--- src/rtl/cluster_pkg.sv ---
// Shared types and constants for the clustering assignment write-back path.
package cluster_pkg;

    localparam int ENTRY_W   = 16;
    localparam int N_DEFAULT = 4096;

    localparam logic [2:0] STAGE_ASSIGN = 3'd6;
    localparam logic [2:0] STAGE_DONE   = 3'd7;

    typedef enum logic [1:0] {IDLE, COLLECT, DRAIN, DONE} collect_state_e;

    typedef struct packed {
        logic [ENTRY_W-1:0] center_id;
        logic [ENTRY_W-1:0] pos;
        logic [ENTRY_W-1:0] dnorm;
    } assign_entry_t;

endpackage

--- src/rtl/center_assign_collector_lane_compactor.sv ---
// Squeezes kept lanes down to the lowest slots in ascending lane order and counts them.
module lane_compactor
    import cluster_pkg::*;
#(
    parameter int PARALLEL = 2,
    parameter int K_W      = $clog2(PARALLEL + 1)
) (
    input  logic          [PARALLEL-1:0] keep,
    input  assign_entry_t [PARALLEL-1:0] lane,
    output assign_entry_t [PARALLEL-1:0] slot,
    output logic          [K_W-1:0]      k
);

    // Slot index of a kept lane is the number of kept lanes below it.
    always_comb begin
        int cnt;
        cnt  = 0;
        slot = '0;
        for (int i = 0; i < PARALLEL; i++) begin
            if (keep[i]) begin
                for (int j = 0; j < PARALLEL; j++) begin
                    if (j == cnt) slot[j] = lane[i];
                end
                cnt++;
            end
        end
        k = K_W'(cnt);
    end

endmodule

--- src/rtl/center_assign_collector.sv ---
// Collects assigned lanes from the stage-6 beat into a FIFO and streams them out one per cycle.
module center_assign_collector
    import cluster_pkg::*;
#(
    parameter int N        = N_DEFAULT,
    parameter int WIDTH    = ENTRY_W,
    parameter int PARALLEL = 2,
    parameter int DEPTH    = 8,
    parameter int CNT_W    = 13
) (
    input  logic                      CLK_i,
    input  logic                      RST_i,
    input  logic [2:0]                stage_i,
    input  logic                      finished_i,
    input  logic [PARALLEL*WIDTH-1:0] center_id_i,
    input  logic [PARALLEL*WIDTH-1:0] dnorm_i,
    input  logic [PARALLEL*WIDTH-1:0] pos_i,
    output logic                      stall_o,
    output logic                      out_valid_o,
    input  logic                      out_ready_i,
    output logic [WIDTH-1:0]          out_center_id_o,
    output logic [WIDTH-1:0]          out_pos_o,
    output logic [WIDTH-1:0]          out_dnorm_o,
    output logic [CNT_W-1:0]          assigned_cnt_o,
    output logic                      done_o
);

    localparam int PTR_W = $clog2(DEPTH);
    localparam int FCW   = $clog2(DEPTH + 1);
    localparam int K_W   = $clog2(PARALLEL + 1);
    localparam int SUM_W = CNT_W + 1;

    collect_state_e                state;
    assign_entry_t                 mem [DEPTH];
    logic          [PTR_W-1:0]     wptr, rptr;
    logic          [FCW-1:0]       count;
    logic          [PARALLEL-1:0]  keep;
    assign_entry_t [PARALLEL-1:0]  lane, slot;
    logic          [K_W-1:0]       k_raw, k;
    logic                          accept, pop;
    logic          [SUM_W-1:0]     cnt_sum;

    for (genvar g = 0; g < PARALLEL; g++) begin : g_lane
        assign keep[g] = center_id_i[g*WIDTH +: WIDTH] != WIDTH'(N);
        assign lane[g] = '{center_id: center_id_i[g*WIDTH +: WIDTH],
                           pos:       pos_i[g*WIDTH +: WIDTH],
                           dnorm:     dnorm_i[g*WIDTH +: WIDTH]};
    end

    lane_compactor #(.PARALLEL(PARALLEL), .K_W(K_W)) u_compact (
        .keep (keep),
        .lane (lane),
        .slot (slot),
        .k    (k_raw)
    );

    // Room for a worst-case beat is reserved, so an accepted beat never overflows.
    assign stall_o     = (FCW'(DEPTH) - count) < FCW'(PARALLEL);
    assign accept      = (state == COLLECT) && (stage_i == STAGE_ASSIGN) && !stall_o;
    assign k           = accept ? k_raw : '0;
    assign out_valid_o = count != '0;
    assign pop         = out_valid_o && out_ready_i;
    assign cnt_sum     = {1'b0, assigned_cnt_o} + SUM_W'(k);

    assign out_center_id_o = mem[rptr].center_id;
    assign out_pos_o       = mem[rptr].pos;
    assign out_dnorm_o     = mem[rptr].dnorm;

    always_ff @(posedge CLK_i) begin
        for (int j = 0; j < PARALLEL; j++) begin
            if (j < int'(k)) mem[wptr + PTR_W'(j)] <= slot[j];
        end
    end

    always_ff @(posedge CLK_i or posedge RST_i) begin
        if (RST_i) begin
            state          <= IDLE;
            wptr           <= '0;
            rptr           <= '0;
            count          <= '0;
            assigned_cnt_o <= '0;
            done_o         <= 1'b0;
        end else begin
            count          <= count + FCW'(k) - FCW'(pop);
            wptr           <= wptr + PTR_W'(k);
            rptr           <= rptr + PTR_W'(pop);
            assigned_cnt_o <= cnt_sum[CNT_W] ? '1 : cnt_sum[CNT_W-1:0];
            case (state)
                IDLE:    if (stage_i == STAGE_ASSIGN) state <= COLLECT;
                COLLECT: if (finished_i) state <= DRAIN;
                DRAIN: begin
                    if (count == '0 && k == '0) begin
                        state  <= DONE;
                        done_o <= 1'b1;
                    end
                end
                DONE:    state <= DONE;
                default: state <= IDLE;
            endcase
        end
    end

endmodule
--- config.mk ---
export PLATFORM = sky130hd
export DESIGN_NAME = center_assign_collector
export DESIGN_NICKNAME = d
export VERILOG_FILES = /design/src/rtl/cluster_pkg.sv /design/src/rtl/center_assign_collector_lane_compactor.sv /design/src/rtl/center_assign_collector.sv
export SDC_FILE = /design/constraint.sdc
export NUM_CORES = 1
export LEC_CHECK = 0
export BUFFER_PORTS_ARGS = -buffer_cell sky130_fd_sc_hd__buf_4
export CAP_MARGIN = 5
export CORE_AREA = 10 10 204 206
export CTS_CLUSTER_SIZE = 16
export DETAILED_ROUTE_END_ITERATION = 7
export DIE_AREA = 0 0 214 216
export GPL_TIMING_DRIVEN = 0
export PLACE_DENSITY_LB_ADDON = 0.3
export SETUP_SLACK_MARGIN = 0.02
export SYNTH_ARGS = -nofsm -noshare
export SYNTH_HDL_FRONTEND = slang
export SYNTH_SLANG_ARGS = --single-unit
--- constraint.sdc ---
create_clock -name CLK_i -period 7.23 [get_ports CLK_i]
set_input_delay 1.446 -clock CLK_i [delete_from_list [all_inputs] [get_ports CLK_i]]
set_output_delay 1.446 -clock CLK_i [all_outputs]
set_load 0.02 [all_outputs]
== Word level (Yosys, flattened, before mapping) ==
Memory sizes are Yosys's and may differ from the RTL's.
Index checks and enable logic that the tools add are counted.

* Bitwise logic cells: 0
* Order comparisons: 3
* Reduce and logical (&&, ||, !) cells: 12
* Equality and inequality tests: 10
* Multipliers: 0
* $add $sub $neg: 8
* Div/mod/pow operators: 0
* Shift-type cells: 0
* Muxes and demuxes: 16

{| class="wikitable"
|+ Operators by type and width
! kind !! count
|-
| $mux 48 || 3
|-
| $mux 96 || 1
|-
| $logic_not 32->1 || 1
|-
| $ne 16x13->1 const B || 2
|-
| $add 13x2->14 || 1
|-
| $mux 13 || 1
|-
| $mux 2 || 5
|-
| $pmux 2 s4 || 1
|-
| $ne 2x2->1 const B || 3
|-
| $mux 1 || 5
|-
| $add 4x2->4 || 1
|-
| $eq 2x2->1 const B || 2
|-
| $logic_and 1x1->1 || 4
|-
| $logic_not 2->1 || 2
|-
| $logic_not 4->1 || 1
|-
| $lt 1x2->1 const A || 2
|-
| $lt 4x2->1 const B || 1
|-
| $reduce_bool 4->1 || 1
|-
| $sub 4x1->4 || 1
|-
| $sub 4x4->4 const A || 1
|-
| $add 3x1->3 || 1
|-
| $add 3x1->3 const B || 1
|-
| $add 3x2->3 || 1
|-
| $eq 3x3->1 const B || 1
|-
| other kinds (6) || 6
|}

* Memory bits (read-only): 0
* Word-level logic and storage cells: 56
* Bits in registers: 26
* Memories: 1
* Input port bits: 103
* Memory bits (writable): 384
* Bits in latches: 0
* Output and inout bits: 64

{| class="wikitable"
|+ Memories
! memory !! words !! bits a word !! rd ports !! clocked after memory_dff !! write ports !! RTL line !! source
|-
| mem || 8 || 48 || 1 || 0 || 2 || center_assign_collector.sv:34 || <nowiki>assign_entry_t mem [DEPTH];</nowiki>
|}

== Depth between registers and ports, before layout ==
Gate-level depths: netlist of the first run.

* Word-level depth: 9
* Gate-level depth with buffers: 15

== By module ==
Synthesis of the first run repeated with hierarchy kept, for this count alone.

* Cell total of the unflattened synthesis: 1288
* Area, all modules: 22317.7 um2

{| class="wikitable"
|+ Modules (own cells, without submodules)
! module !! area an instance (um2) !! cells each !! sequential area each (um2) !! times used
|-
| center_assign_collector || 21435.6 || 1167 || 12181.7 || 1
|-
| lane_compactor || 882.1 || 121 || 0.0 || 1
|}

== Least setup slack after synthesis of the first run ==
Ideal clock, no wire load.

* Path type: input to register
* From: input port center_id_i[8]
* To: memory mem[5][0] (netlist name) (enable)
* Library setup time: 0.586 ns
* Cell stages on the path: 8
* Path buffers: 3
* Data required time: 6.644 ns
* Setup slack: -1.432 ns
* Data arrival time: 8.077 ns
* Cells stage by stage: clkbuf_1 nor4_1 nand4_1 clkbuf_1 clkbuf_1 ha_1 o21ai_0 o41ai_1

{| class="wikitable"
|+ RTL lines
! element !! RTL line !! source
|-
| from (decl) || center_assign_collector.sv:15 || <nowiki>input logic [PARALLEL*WIDTH-1:0] center_id_i,</nowiki>
|-
| to (decl) || center_assign_collector.sv:34 ||
|}

==> flow_metrics.tcl, run 1 <==
set metrics [dict create \
    ctsRootBufferMaster "clkbuf_16" \
    dp_hpwl_mm 39.6 \
    pwr-share-seq 0.372 \
    nets 1659 \
    p_int_mw 4.95 \
    synthCells 1334 \
    routabilityCongestion 0.871 \
    rsz0062_at_grt "false" \
    grt_pass1_vias 14500 \
    ys_warn_count 0 \
    placed_area_sq_um 21900 \
    r2r_slack_ns 3.25 \
    synthArstFlopShare 0.0634 \
    clock_latency_ns 0.56 \
    cts_buffers 42 \
    grt.overflow.total 0 \
    yosysTopAreaCell "edfxtp_1" \
    grt_antenna_before_repair 3 \
    wire_per_inst_um 28.7 \
    report.final.slew_viol_count 0 \
    peakVddDrop_mv 0.186 \
    top_layer "met5" \
    postLayoutCellArea_sq_um 23200 \
    rr_worst_depth 13 \
    arrival_ns 6.60 \
    antenna_left 0 \
    ys.flop_type "edfxtp_1" \
    clk_pin_slew_ns 0.06 \
    min_path_type "reg -> reg" \
    tritoncts "done" \
    path_buf_inv 9 \
    routed_wl_mm 59.7 \
    reg2reg_from "count[0]$_DFF_PP0_" \
    max_stage_delay_ns 0.64 \
    io_pins 167 \
    setup.worst_path.start_class "input pin" \
    drt-met1-wl_mm 21.8 \
    syn_to_final_growth_pct 16.6 \
    cp_num_cells 15 \
    hold_depth 1 \
    status "finished, final reports clean" \
    yosysTopAreaCellShare 0.579 \
    vias_per_cell 6.87 \
    fin_crit_ns 6.28 \
    io_buffer_count 136 \
    fp-row-count 71 \
    cpMaxStageDelayCell "clkbuf_1" \
    cts_buffer_depth 3 \
    r2r_end "mem[5][18]$_DFFE_PP_" \
    timing.fmax_mhz 159 \
    cts_htree_levels 2 \
    clkPwrFrac 0.290 \
    avgSynthCellArea_sq_um 14.9 \
    setup_viol 0 \
    slew_headroom 0.209 \
    clock_skew_ns 0.0280 \
    postCtsSetupRepairBufs 0 \
    synth-edff-count 384 \
    vias 14300 \
    grt_max_degree 49 \
    setup.worst_path.end_class "flip-flop" \
    synth.area.top_cells "edfxtp_1 58%, mux4_2 11%, o22ai_1 7.3%, a22o_1 5.3%, dfrtp_1 3.3%" \
    crit_family "buffers and inverters" \
    cts-resized-gates 0 \
    n_fill_cell 2796 \
    synth_fp_nets 1454 \
    wl_met3_mm 6.66 \
    drt_iter0_drc 1776 \
    hold_end "done_o$_DFFE_PP0P_" \
    worst-setup-path-type "in -> reg" \
    drive_gt1_frac 0.266 \
    grt_pass1_wl_mm 88.9 \
    worst_pin_slew_ns 1.17 \
    die_width_um 214 \
    cpMostUsedCell "clkbuf_1" \
    setup_tns_ns 0 \
    syn_area_sq_um 19900 \
    synth.distinct_cells 56 \
    hp-start "done_o$_DFFE_PP0P_" \
    comb_power_share 0.338 \
    p_sw_mw 2.24 \
    die_h_um 216 \
    drc 0 \
    start_util 0.533 \
    maxCapViolCount 0 \
    gr-usage-all-layers 0.252 \
    cp_max_fo 10 \
    clock-sinks 410 \
    path_cells "buf_1, nor4_1, nand4_1, clkbuf_1, clkbuf_1, ha_1, o21a_1, clkbuf_1, o211ai_2, clkbuf_1, o41ai_2, buf_4, buf_6, buf_4, buf_4" \
    hold_viol 0 \
    drtPass1Iterations 5 \
    yosys_register_bits 410 \
    p_per_area_nw_per_um2 309 \
    layout_commonest_cell "edfxtp_1" \
    dieArea_sq_um 46200 \
    leakage_nw 8.00 \
    finalCritPeriodShare 0.868 \
    final_cell_mix "384 x edfxtp_1, 231 x o22ai_1, 156 x buf_4" \
    ctsHoldBuffers 0 \
    swShare 0.311 \
    core-area_sq_um 37400 \
    crit_required_ns 7.55 \
    yosysSeqAreaShare 0.611 \
    register_area_sq_um 12200 \
    routed-wl-met2_mm 29.0 \
    multi_input_area_sq_um 7140 \
]
==> cell usage after synthesis (2+ instances only) <==
cell,number
inv_1,19
a21oi_1,6
buf_4,3
nand3_1,6
or3_1,3
a31oi_1,4
a2111oi_4,2
nand4_1,2
o21ai_1,2
a22o_1,120
fa_1,3
and2_1,4
a31o_2,2
and3_1,3
buf_2,28
a211o_1,2
nor4_1,6
nor3_1,5
o22ai_1,231
or2_2,2
mux2_2,49
nor4b_1,2
o21ai_0,8
edfxtp_1,384
a41o_1,3
buf_1,19
nand2_1,87
o2bb2ai_1,33
o21a_1,2
xor2_2,2
buf_6,3
o2111ai_1,2
nor3b_1,2
mux4_2,96
nor2_1,17
clkbuf_1,85
o41ai_1,2
o211ai_2,2
xnor2_1,9
xor2_1,15
dfrtp_1,26
nand2b_1,3
ha_1,14
a21o_1,4
==> sequential cells by signal (all words and copies together), names as in the netlist <==
name / count
wptr: 3
assigned_cnt_o: 13
mem: 384
state: 2
done_o: 1
count: 4
rptr: 3
==> final cells by class <==
class / count / area share
Tap cell: 511 / 0.0275
Sequential cell: 410 / 0.524
Buffer: 138 / 0.0253
Multi-Input combinational cell: 767 / 0.307
Antenna cell: 1 / 0.000108
Inverter: 19 / 0.00307
Timing Repair Buffer: 161 / 0.0569
Clock inverter: 26 / 0.00840
Clock buffer: 48 / 0.0471
==> power groups by stage <==
stage          registers [mW]  logic [mW]  clock network [mW]
2_1_floorplan            2.72        1.64                   0
3_3_place_gp             2.72        2.42                   0
3_5_place_dp             2.72        2.45                   0
4_1_cts                  2.67        2.46                2.08
5_1_grt                  2.68        2.59                2.18
6_report                 2.67        2.43                2.08
==> layer usage <==
metal,GRT usage,up-vias
met5,0,-
met2,0.406,1040
li1,-,5996
met1,0.321,7073
met4,0.107,4
met3,0.0610,186
==> kinds of logic after synthesis <==
group                    count (synthesis)  share of synthesized area
adder cells (fa/ha/maj)                 17                     0.0118
AO/OA/AOI/OAI                          432                      0.162
AND/OR/NAND/NOR                        146                     0.0331
buffers and inverters                  157                     0.0330
flip-flops                             410                      0.611
XOR/XNOR                                27                     0.0130
multiplexers                           145                      0.136
==> worst max path at each step <==
| stage | startpoint | endpoint |
|---|---|---|
| 3_3_place_gp | center_id_i[10] | mem[7][18]$_DFFE_PP_ |
| 2_1_floorplan | center_id_i[8] | mem[5][0]$_DFFE_PP_ |
| 5_1_grt | center_id_i[9] | mem[5][19]$_DFFE_PP_ |
| 3_5_place_dp | center_id_i[9] | mem[5][18]$_DFFE_PP_ |
| 6_report | center_id_i[9] | mem[5][18]$_DFFE_PP_ |
| 4_1_cts | center_id_i[9] | mem[5][19]$_DFFE_PP_ |
==> through the flow <==
step / std cells / power (mW) / hold WS, ns / worst slack, ns / util
after floorplan: 1334 / 4.35 / 0.477 / -1.43 / -
after global placement: 1981 / 5.14 / 0.452 / -7.19 / 0.577
after detailed placement: 2006 / 5.17 / 0.462 / 0.511 / 0.587
after CTS: 2080 / 7.21 / 0.478 / 1.09 / 0.621
after global routing: 2081 / 7.44 / 0.516 / 0.754 / 0.621
final: 2081 / 7.19 / 0.473 / 0.951 / 0.621
No activity file was read; power rests on OpenSTA's default activity.
==> inputs of run 2 (changes only) <==
- ABC_AREA: unset -> 1
- CORE_AREA: 10 10 204 206 -> 10 10 226 207
- DIE_AREA: 0 0 214 216 -> 0 0 236 217
==> run 2 against run 1 <==
  * Largest cell class unchanged
  * Area after synthesis rose by 14%
  * Clock skew is 0.0066 ns lower
  * Setup slack better by 1.1 ns
  * Clock power rose by 3%
  * Cell count grew 74%
  * Non-clock buffer count increased by 62
  * Critical endpoint is now assigned_cnt_o[12]$_DFF_PP0_
==> flow_metrics.tcl, run 2 <==
set metrics [dict create \
    synth.distinct_cells 38 \
    syn_to_final_growth_pct 16.6 \
    top_register "mem" \
    worst_pin_slew_ns 1.05 \
    ctsRootBufferMaster "clkbuf_16" \
    finalCritPeriodShare 0.720 \
    grt_pass1_vias 20600 \
    grt.overflow.total 0 \
    p_per_area_nw_per_um2 297 \
    yosysTopAreaCell "edfxtp_1" \
    synthArstFlopShare 0.0634 \
    clock_skew_ns 0.0214 \
    multi_input_area_sq_um 9410 \
    final_util 0.628 \
    n_fill_cell 3427 \
    crit_required_ns 7.67 \
    tritoncts "done" \
    synth_commonest_cells "1451 x nand2_1, 384 x edfxtp_1, 368 x nor2_1" \
    syn_area_sq_um 22800 \
    status "finished, final reports clean" \
    vias 21300 \
    grt_antenna_before_repair 0 \
    setup_viol 0 \
    fin_crit_ns 5.20 \
    clk_pin_slew_ns 0.06 \
    postCtsSetupRepairBufs 0 \
    timing.final.ws_setup_ns 2.03 \
    timing.fmax_mhz 192 \
    reg_top3 "mem x384, assigned_cnt_o x13, count x4" \
    drtPass1Iterations 6 \
    slew_headroom 0.301 \
    hold_viol 0 \
    min_path_type "reg -> reg" \
    clock-sinks 410 \
    maxCapViolCount 0 \
    worst-setup-path-type "in -> reg" \
    antenna_left 0 \
    fp-row-count 72 \
    report.final.slew_viol_count 0 \
    nets 3152 \
    routabilityCongestion 0.949 \
    drc 0 \
    vias_per_cell 5.89 \
    routed_wl_mm 78.3 \
    synth_fp_nets 2921 \
    final_cell_mix "1451 x nand2_1, 384 x edfxtp_1, 368 x nor2_1" \
    layout_commonest_cell "nand2_1" \
    register_area_sq_um 12200 \
    arrival_ns 5.64 \
    ys.flop_type "edfxtp_1" \
    start_util 0.539 \
    place_ws_ns 1.51 \
    setup.worst_path.end_class "flip-flop" \
    synth.area.top_cells "edfxtp_1 51%, nand2_1 24%, nor2_1 6.1%, o32ai_1 3.7%, dfrtp_1 2.9%" \
    cts_buffers 45 \
    die_width_um 236 \
    core-area_sq_um 42300 \
    ys_warn_count 0 \
    clock_latency_ns 0.58 \
    grt_max_degree 27 \
    dp_hpwl_mm 53.6 \
    drt_iter0_drc 2904 \
    cts_htree_levels 2 \
    wire_per_inst_um 21.6 \
    io_pins 167 \
    synth-edff-count 384 \
    ctsHoldBuffers 0 \
    drive_gt1_frac 0.131 \
    io_buffer_count 166 \
    peakVddDrop_mv 0.189 \
    gr-usage-all-layers 0.294 \
    yosysTopAreaCellShare 0.506 \
    leakage_nw 11.9 \
    cp_max_fo 10 \
    synth.most_common_cell "nand2_1" \
    largest_reg_flops 384 \
    die_h_um 217 \
    cts_buffer_depth 3 \
    rsz0062_at_grt "false" \
    synthCells 2801 \
    cts-resized-gates 0 \
    dieArea_sq_um 51200 \
    yosys_register_bits 410 \
    avgSynthCellArea_sq_um 8.13 \
    yosysSeqAreaShare 0.535 \
    grt_pass1_wl_mm 118 \
    setup.worst_path.start_class "input pin" \
]
==> run 2: cell count changes after synthesis, sizes merged, moves of 49 or more <==
cell / delta
o22ai: -231
a22o: -120
inv: +52
o21ai: +102
mux4: -96
nor2: +362
buf: +61
nand2: +1365
o32ai: +96
mux2: -49
==> run 2: layout make-up <==
type | count | area share
Antenna cell | 1 | 0.0000942
Buffer | 177 | 0.0380
Clock buffer | 62 | 0.0468
Clock inverter | 18 | 0.00339
Inverter | 72 | 0.0102
Multi-Input combinational cell | 2142 | 0.354
Sequential cell | 410 | 0.459
Tap cell | 555 | 0.0262
Timing Repair Buffer | 184 | 0.0624
==> run 2: per-layer routing <==
layer | part of all wire | vias to the layer above | track usage | wire length [um]
met5 | 0 | - | 0 | 0
met4 | 0.049 | 0 | 0.154 | 3830
met3 | 0.14 | 279 | 0.0676 | 10900
met2 | 0.46 | 1646 | 0.469 | 35800
met1 | 0.35 | 9807 | 0.371 | 27800
li1 | - | 9594 | - | -
==> run 2: where the power goes <==
group	internal, mW	switching [mW]	leakage (nW)
registers	2.62	0.0242	3.78
clock network	1.20	0.952	0.642
logic	0.964	2.13	7.47
==> run 2: final timing paths <==
check	start	endpoint	slack [ns]	cells after the start
min in group asynchronous	RST_i	done_o$_DFFE_PP0P_	1.14	2
worst min-delay path	done_o$_DFFE_PP0P_	done_o$_DFFE_PP0P_	0.48	1
worst max-delay path	center_id_i[0]	assigned_cnt_o[12]$_DFF_PP0_	2.03	23
worst max register to register	count[0]$_DFF_PP0_	assigned_cnt_o[12]$_DFF_PP0_	4.14	19
worst min register to register	done_o$_DFFE_PP0P_	done_o$_DFFE_PP0P_	0.48	1
max in group asynchronous	RST_i	assigned_cnt_o[8]$_DFF_PP0_	5.45	2
==> run 2: logic make-up after synthesis <==
| logic type | count (synthesis) | synth area share |
|---|---|---|
| AND/OR/NAND/NOR | 1890 | 0.322 |
| flip-flops | 410 | 0.535 |
| buffers and inverters | 249 | 0.0562 |
| AO/OA/AOI/OAI | 228 | 0.0729 |
| adder cells (fa/ha/maj) | 17 | 0.0103 |
| XOR/XNOR | 7 | 0.00352 |
==> run 2: metrics by stage <==
| stage | cell area [sq um] | std cells | power, mW | TNS, ns | hold slack, ns |
|---|---|---|---|---|---|
| 5_1_grt | 26600 | 3620 | 8.18 | 0 | 0.501 |
| 3_5_place_dp | 25200 | 3540 | 5.70 | 0 | 0.468 |
| 6_report | 26600 | 3621 | 7.89 | 0 | 0.478 |
| 2_1_floorplan | 22800 | 2801 | 4.47 | 0 | 0.478 |
| 3_3_place_gp | 24700 | 3522 | 5.64 | -1432.33 | 0.465 |
| 4_1_cts | 26600 | 3620 | 7.80 | 0 | 0.484 |
==> run 2: worst max-delay path, cell delays in order <==
cell	delay [ns]
buf_4	0.12
nor2_1	0.29
nand2_1	0.09
nor2_1	0.17
inv_2	0.06
nor2_4	0.50
inv_2	0.18
buf_4	0.27
buf_6	0.21
ha_1	0.31
inv_1	0.04
nor2_1	0.24
ha_1	0.23
inv_1	0.06
fa_1	0.47
nor2_1	0.17
nand3_1	0.13
nor2_1	0.15
nand2_1	0.11
nor2_1	0.18
nand2_1	0.08
nand2_1	0.06
nand3_1	0.06
